[config.mk]
export PLATFORM = sky130hd
export DESIGN_NAME = oam_dma
export DESIGN_NICKNAME = d
export VERILOG_FILES = /design/src/rtl/nes_bus_pkg.sv /design/src/rtl/oam_dma.sv
export SDC_FILE = /design/constraint.sdc
export NUM_CORES = 1
export LEC_CHECK = 0
export CAP_MARGIN = 40
export CORE_MARGIN = 5
export CORE_UTILIZATION = 49
export DETAILED_ROUTE_END_ITERATION = 12
export PLACE_DENSITY = 0.86
export SLEW_MARGIN = 20
export SYNTH_ARGS = -nofsm -noshare
export SYNTH_HDL_FRONTEND = slang
export SYNTH_SLANG_ARGS = --single-unit
[constraint.sdc]
create_clock -name I_clock -period 3.1 [get_ports I_clock]
set_input_delay 0.62 -clock I_clock [delete_from_list [all_inputs] [get_ports I_clock]]
set_output_delay 0.62 -clock I_clock [all_outputs]
set_load 0.01 [all_outputs]
[src/rtl/nes_bus_pkg.sv]
// Shared NES host-bus definitions: address map, DMA state encoding and bus-cycle parity.
package nes_bus_pkg;

   typedef enum logic [2:0] {
      IDLE,
      HALT,
      ALIGN,
      READ,
      WRITE,
      DONE
   } dma_state_t;

   typedef enum logic {
      GET = 1'b0,
      PUT = 1'b1
   } parity_t;

   localparam logic [15:0] ADDR_RAM     = 16'h0000;
   localparam logic [15:0] ADDR_PPU     = 16'h2000;
   localparam logic [15:0] ADDR_DMA     = 16'h4014;
   localparam logic [15:0] ADDR_OAMDATA = 16'h2004;

endpackage

[src/rtl/oam_dma.sv]
// Sprite DMA controller and host-bus arbiter: halts the core on a $4014 write and
// copies one 256-byte page to the PPU OAM data port, then hands the bus back.
//
// state | meaning
// IDLE  | CPU owns the bus, waiting for a write to the trigger register
// HALT  | ready dropped, CPU still finishing writes until its first read cycle
// ALIGN | one dummy cycle so the first DMA read lands on a GET cycle
// READ  | GET cycle: read source byte {page,index}
// WRITE | PUT cycle: write latched byte to the OAM data port
// DONE  | last byte written, release the core on the next strobe
module oam_dma
   import nes_bus_pkg::*;
#(
   parameter logic [15:0] P_dma_reg  = ADDR_DMA,
   parameter logic [15:0] P_oam_port = ADDR_OAMDATA
) (
   input  logic        I_clock,
   input  logic        I_reset,
   input  logic        I_phy2,
   input  logic [15:0] I_cpu_addr,
   input  logic        I_cpu_rdwr,
   input  logic [7:0]  I_cpu_wr_data,
   output logic        O_cpu_ready,
   output logic [15:0] O_bus_addr,
   output logic        O_bus_rdwr,
   output logic [7:0]  O_bus_wr_data,
   input  logic [7:0]  I_bus_rd_data,
   output logic        O_dma_active
);

   dma_state_t state_q;
   parity_t    parity_q;
   logic [7:0] index_q;
   logic [7:0] index_d;
   logic [7:0] page_q;
   logic [7:0] data_q;
   logic       ready_q;
   logic       active_q;
   logic       trigger;

   assign trigger = (I_cpu_addr == P_dma_reg) && !I_cpu_rdwr;
   assign index_d = index_q + 8'd1;

   always_ff @(posedge I_clock) begin
      if (I_reset) begin
         state_q  <= IDLE;
         parity_q <= GET;
         index_q  <= '0;
         page_q   <= '0;
         data_q   <= '0;
         ready_q  <= 1'b1;
         active_q <= 1'b0;
      end else if (I_phy2) begin
         parity_q <= (parity_q == GET) ? PUT : GET;
         case (state_q)
            IDLE: begin
               if (trigger) begin
                  page_q  <= I_cpu_wr_data;
                  index_q <= '0;
                  ready_q <= 1'b0;
                  state_q <= HALT;
               end
            end
            HALT: begin
               // The first read strobe is where the core actually stalls.
               if (I_cpu_rdwr) begin
                  active_q <= 1'b1;
                  state_q  <= (parity_q == GET) ? ALIGN : READ;
               end
            end
            ALIGN: state_q <= READ;
            READ: begin
               data_q  <= I_bus_rd_data;
               state_q <= WRITE;
            end
            WRITE: begin
               index_q <= index_d;
               state_q <= (index_q == 8'hFF) ? DONE : READ;
            end
            DONE: begin
               ready_q  <= 1'b1;
               active_q <= 1'b0;
               state_q  <= IDLE;
            end
            default: state_q <= IDLE;
         endcase
      end
   end

   always_comb begin
      O_bus_addr    = I_cpu_addr;
      O_bus_rdwr    = I_cpu_rdwr;
      O_bus_wr_data = I_cpu_wr_data;
      case (state_q)
         READ: begin
            O_bus_addr = {page_q, index_q};
            O_bus_rdwr = 1'b1;
         end
         WRITE: begin
            O_bus_addr    = P_oam_port;
            O_bus_rdwr    = 1'b0;
            O_bus_wr_data = data_q;
         end
         default: ;
      endcase
   end

   assign O_cpu_ready  = ready_q;
   assign O_dma_active = active_q;

endmodule

After elaboration in Yosys (flattened, before gate mapping)
Cells that the tools add are included.
Storage, ports and cells
  flip-flop bits (word level): 30
  bits in latches: 0
  RAM bits: 0
  memory bits (read-only): 0
  bits of input ports: 36
  memories: 0
Cells by class
  add/subtract/negate cells: 1
  multiply operators: 0
  divide/modulo/power cells: 0
  $lt $le $gt $ge: 0
  equal/unequal tests: 9
  shift operators: 0
  mux-type cells: 15
  bitwise logic cells: 0
  reductions and logical operators: 12
Operators with widths (count)
  16-bit one-hot mux with 2 select lines: 1
  16-bit by 15-bit == test with 1-bit output (second input constant): 1
  8-bit 2-to-1 mux: 2
  8-bit one-hot mux with 2 select lines: 1
  3-bit one-hot mux with 5 select lines: 1
  3-bit AND reduction: 5
  3-bit 2-to-1 mux: 3
  8-bit by 1-bit adder with 8-bit output (second input constant): 1
  8-bit == test (second input constant): 1
  3-bit by 2-bit == test with 1-bit output (second input constant): 2
  3-bit == test (second input constant): 2
  1-bit one-hot mux with 2 select lines: 3
  2-bit nonzero test: 3
  1-bit 2-to-1 mux: 4
  2-bit != test (second input constant): 2
  3-bit by 1-bit == test with 1-bit output (second input constant): 1
  3-bit zero test: 1
  2-bit AND reduction: 1
  1-bit logical AND: 1
  1-bit zero test: 1

Logic depth before layout (Yosys ltp)
  depth after elaboration: 4
  depth in mapped cells: 7

Worst setup path before layout
OpenSTA, ideal clock, no wires.
  path type: register -> output
  from: register state_q[1]
  to: output O_bus_addr[10]
  data arrival time: 1.523 ns
  required time: 2.480 ns
  path slack: 0.957 ns
  stages on the path, launching flop included: 7
  path buffers: 3
  cells stage by stage: dfxtp_1 > clkbuf_1 > or3b_1 > clkbuf_1 > and2b_1 > buf_2 > a22o_1
Between the ends
  word-level cells in the longest chain between the ends: 2
  elaborated cells between the ends (all ways): 3
  classes of those cells: eq/ne (2); mux (1)
RTL lines
  start, declared: line oam_dma.sv:31  | dma_state_t state_q;
  start signal, assigned: line oam_dma.sv:68  | state_q <= (parity_q == GET) ? ALIGN : READ;
  start signal, assigned: line oam_dma.sv:78  | state_q <= (index_q == 8'hFF) ? DONE : READ;
  3-bit == test or 3-bit by 2-bit == test with 1-bit output (tied branches): line oam_dma.sv:94  | case (state_q)
  16-bit one-hot mux with 2 select lines *: line oam_dma.sv:94
  end, declared: line oam_dma.sv:24  | output logic [15:0] O_bus_addr,
Every way passes the cells marked *; elsewhere a longest branch is shown, timed or not.

Worst setup path in the final report
  from: register state_q[2]
  to: output O_bus_addr[4]
Same word-level chain as after synthesis.

==> impl_summary.log <==
[metrics] most common library cell in the layout ignoring fill and taps: sky130_fd_sc_hd__clkdlybuf4s50_1
[metrics] number of I/O port buffers: 62
[metrics] final-report max-slew violation count: 0
[metrics] final standard cell area without fillers: 0.00258 mm^2
[metrics] antenna violations before repair: 0
[metrics] Achievable Freq: 353 MHz
[metrics] kind of cell adding the most delay to the critical path: simple AND/OR/NAND/NOR gates
[metrics] number of endpoints with negative hold slack in the final report: 0
[metrics] setup TNS after final layout: 0 ns
[metrics] remaining number of nets flagged by the antenna check after routing: 0
[metrics] top_reg_cell synth: sky130_fd_sc_hd__dfxtp_1
[metrics] post-route minimum period: ~2.8 ns
[metrics] relative contribution of the clock network to total power: 0.369
[metrics] PnR worst setup slack: between 0.2 and 0.3 ns
[metrics] vias in the first global route: 1740
[metrics] maximum fanout encountered on the critical timing path: 17
[metrics] Critical Path, Cell by Cell: or3b_1 > and2b_1 > a22o_1 > clkdlybuf4s50_1
[metrics] share of power burned in registers: 0.463
[metrics] slew at the pin closest to its max-slew limit: 0.474 ns
[metrics] Cell Int Power: around 650 uW
[metrics] synthesized instance count: 223
[metrics] standard-cell rows: 22
[metrics] maximum number of pins on one net before global-route repair: 29
[metrics] All-Layer GR Usage: 0.214
[metrics] top cell type's share of synthesized area: 0.328
[metrics] fraction of power spent switching nets: 0.228
[metrics] dominant cells by area after synthesis: sky130_fd_sc_hd__dfxtp_1, sky130_fd_sc_hd__a22o_1, sky130_fd_sc_hd__a21oi_1, sky130_fd_sc_hd__nand2_1, sky130_fd_sc_hd__mux2_2
[metrics] commonest cells after routing, fill and taps aside: sky130_fd_sc_hd__clkdlybuf4s50_1, sky130_fd_sc_hd__dfxtp_1, sky130_fd_sc_hd__nand2_1, sky130_fd_sc_hd__a21oi_1, sky130_fd_sc_hd__a22o_1
[metrics] Crit Path Class: reg2out
[metrics] Worst Path Arrival: 2.22 ns
[metrics] Routed Wire Length: 5.41 mm
[metrics] pre-CTS setup slack: approximately 0.42 ns
[metrics] unique cell type count in the Yosys netlist: between 50 and 60
[metrics] Worst Setup End Kind: primary output
[metrics] top cell type by total area after synthesis: sky130_fd_sc_hd__dfxtp_1
[metrics] wire length of the first global-routing pass: 8.67 mm
[metrics] Syn Area/Cell: 8.21 um^2
[metrics] hold slack final: roughly 0.45 ns
[metrics] final cycle utilization of the critical path: 0.915
[metrics] Vias/cell: just under 6
[metrics] Seq. cell area: 602 um^2
[metrics] via count: just under 2000
[metrics] number of synthesized flops with an enable pin: 0
[metrics] number of remaining DRC errors: 0
[metrics] post-synth net total: 260
[metrics] result of the run: complete, no violations
[metrics] signed area change from the synthesized netlist to the final layout: 40.7%
[metrics] core outline area: roughly 0.0036 mm^2
[metrics] clk slew on worst S/H paths: 0.06 ns
[metrics] clock tree from TritonCTS: done
[metrics] class of the most critical hold timing path: reg2reg
[metrics] multi-input logic area: 0.00113 mm^2
[metrics] Final Skew: approximately 0.0042 ns
[metrics] power dissipated by switching net loads: 190 uW
[metrics] Seq/Total Area, Yosys: 0.328
[metrics] layout cell share with drive strength beyond 1: 0.107
[metrics] per-cell routed wire length: 16.5 um
[metrics] Comb power frac: 0.168
[metrics] MaxCap Viol Count: 0
[metrics] RePlAce Congestion: 0.920
[metrics] max-slew headroom at the worst pin: 0.684
[metrics] DRC marker count from the first detailed-route iteration: 218
[metrics] worst vdd ir: 0.239 mV
[metrics] Total Die Area: 0.00506 mm^2
[metrics] Total Power: 837 uW
[metrics] static power due to leakage: 0.918 nW
[metrics] post-CTS repair timing setup buffer count: 0
[metrics] post-CTS sizing: 0
[metrics] residual overflow from global routing: 0
[metrics] # nets final: approximately 320
[metrics] peak per-stage delay on the critical path: 0.48 ns
[metrics] total standard cell area after synthesis: 0.00183 mm^2
[metrics] htree depth: 2
[metrics] die span in x: 71.1 um
[metrics] Buf/Inv on CP: 1
[metrics] area of placed instances: between 0.002 and 0.0025 mm^2
[metrics] proportion of synthesized flip-flops having asynchronous set or reset: 0
[metrics] number of buffers added by the clock tree synthesis step: 5
[metrics] die boundary height: 71.1 um
[metrics] setup repair after global routing missed its margin: false
[metrics] number of hold buffers added after CTS: 0
[metrics] number of iterations in the first detailed-routing pass: 4
[metrics] register bit count reported by yosys: 30
[metrics] # diodes: 0
[metrics] Ports: 63
[metrics] element type at the critical path start: register
[metrics] final setup violation count: 0
[metrics] power per unit of standard cell area: 325 mW/mm^2
[metrics] Starting Density: 0.504
[metrics] filler instances: 300
[metrics] Worst-Skew Late Latency: around 0.28 ns
[metrics] maximum count of clock buffers along a single path: 2
[metrics] required time at the worst-slack endpoint: 2.48 ns
[metrics] root buf cell: sky130_fd_sc_hd__clkbuf_8
[metrics] half-perimeter wire length after placement: 3.98 mm
[metrics] clock sink count: 30
[metrics] cell with the largest stage delay on the worst path: sky130_fd_sc_hd__clkdlybuf4s50_1
[metrics] Synth warnings: 0
per-stage QoR:
| stage | instances | util |
|---|---|---|
| after floorplan | 223 | - |
| final | 328 | 0.709 |
| after global placement | 322 | 0.686 |
| after global routing | 328 | 0.709 |
| after detailed placement | 322 | 0.686 |
| after CTS | 328 | 0.709 |
final cells by class:
| class | count | share of cell area |
|---|---|---|
| Multi-Input combinational cell | 170 | 0.440 |
| Timing Repair Buffer | 71 | 0.267 |
| Tap cell | 48 | 0.0233 |
| Sequential cell | 30 | 0.234 |
| Clock buffer | 6 | 0.0321 |
| Inverter | 3 | 0.00437 |
registers in the layout (all words and copies together) (netlist names):
name and count:
page_q 8, state_q 3, O_cpu_ready 1, O_dma_active 1, index_q 8, data_q 8
parity_q 1
tightest hold or removal path: stages, from the launching register on:
cell	delay [ns]
sky130_fd_sc_hd__dfxtp_1	0.30
sky130_fd_sc_hd__nand2_1	0.05
sky130_fd_sc_hd__a21oi_1	0.05
Yosys cell counts (3+ instances only):
cell type,instances
sky130_fd_sc_hd__nand2b_1,5
sky130_fd_sc_hd__inv_1,3
sky130_fd_sc_hd__nor3b_1,5
sky130_fd_sc_hd__clkbuf_1,12
sky130_fd_sc_hd__or3_1,4
sky130_fd_sc_hd__mux2_2,8
sky130_fd_sc_hd__a22o_1,14
sky130_fd_sc_hd__o21ai_0,10
sky130_fd_sc_hd__nor2_1,6
sky130_fd_sc_hd__a31oi_1,4
sky130_fd_sc_hd__mux2i_1,3
sky130_fd_sc_hd__nand2_1,28
sky130_fd_sc_hd__nand3_1,10
sky130_fd_sc_hd__o211ai_1,5
sky130_fd_sc_hd__dfxtp_1,30
sky130_fd_sc_hd__a21oi_1,22
sky130_fd_sc_hd__nor3_1,3
sky130_fd_sc_hd__buf_2,5
power by group through the flow:
stage / Clock [mW] / Combinational, mW / Sequential [mW]
after floorplan: 0 / 0.0476 / 0.396
after global routing: 0.328 / 0.148 / 0.388
after detailed placement: 0 / 0.139 / 0.396
after CTS: 0.316 / 0.140 / 0.388
after global placement: 0 / 0.139 / 0.396
final: 0.309 / 0.140 / 0.388
worst paths after layout:
check / start / endpoint / slack (ns) / depth (start not counted)
worst max-delay path: state_q[2] / O_bus_addr[4] / 0.26 / 4
worst max register to register: state_q[1] / page_q[5] / 1.36 / 5
worst min-delay path: data_q[5] / data_q[5] / 0.45 / 2
worst min register to register: data_q[5] / data_q[5] / 0.45 / 2
layer usage:
metal  share of wire  global-route usage  wire length, um  up-vias
li1                -                   -                -      944
met1            0.43               0.267             2300      920
met2            0.48               0.346             2620       68
met3           0.069              0.0682              373       13
met4           0.021              0.0752              114        0
met5               0                   0                0        -
kinds of logic (layout without fill, tap and decap cells):
family	count (synthesis)	in the layout	synth area share
simple gates	88	88	0.293
mux	11	11	0.0656
xor+xnor	1	1	0.00479
fa+ha+maj	1	1	0.00683
compound gates	69	69	0.249
flops	30	30	0.328
buf+inv	23	80	0.0533
Power figures use the tool's default switching activity.
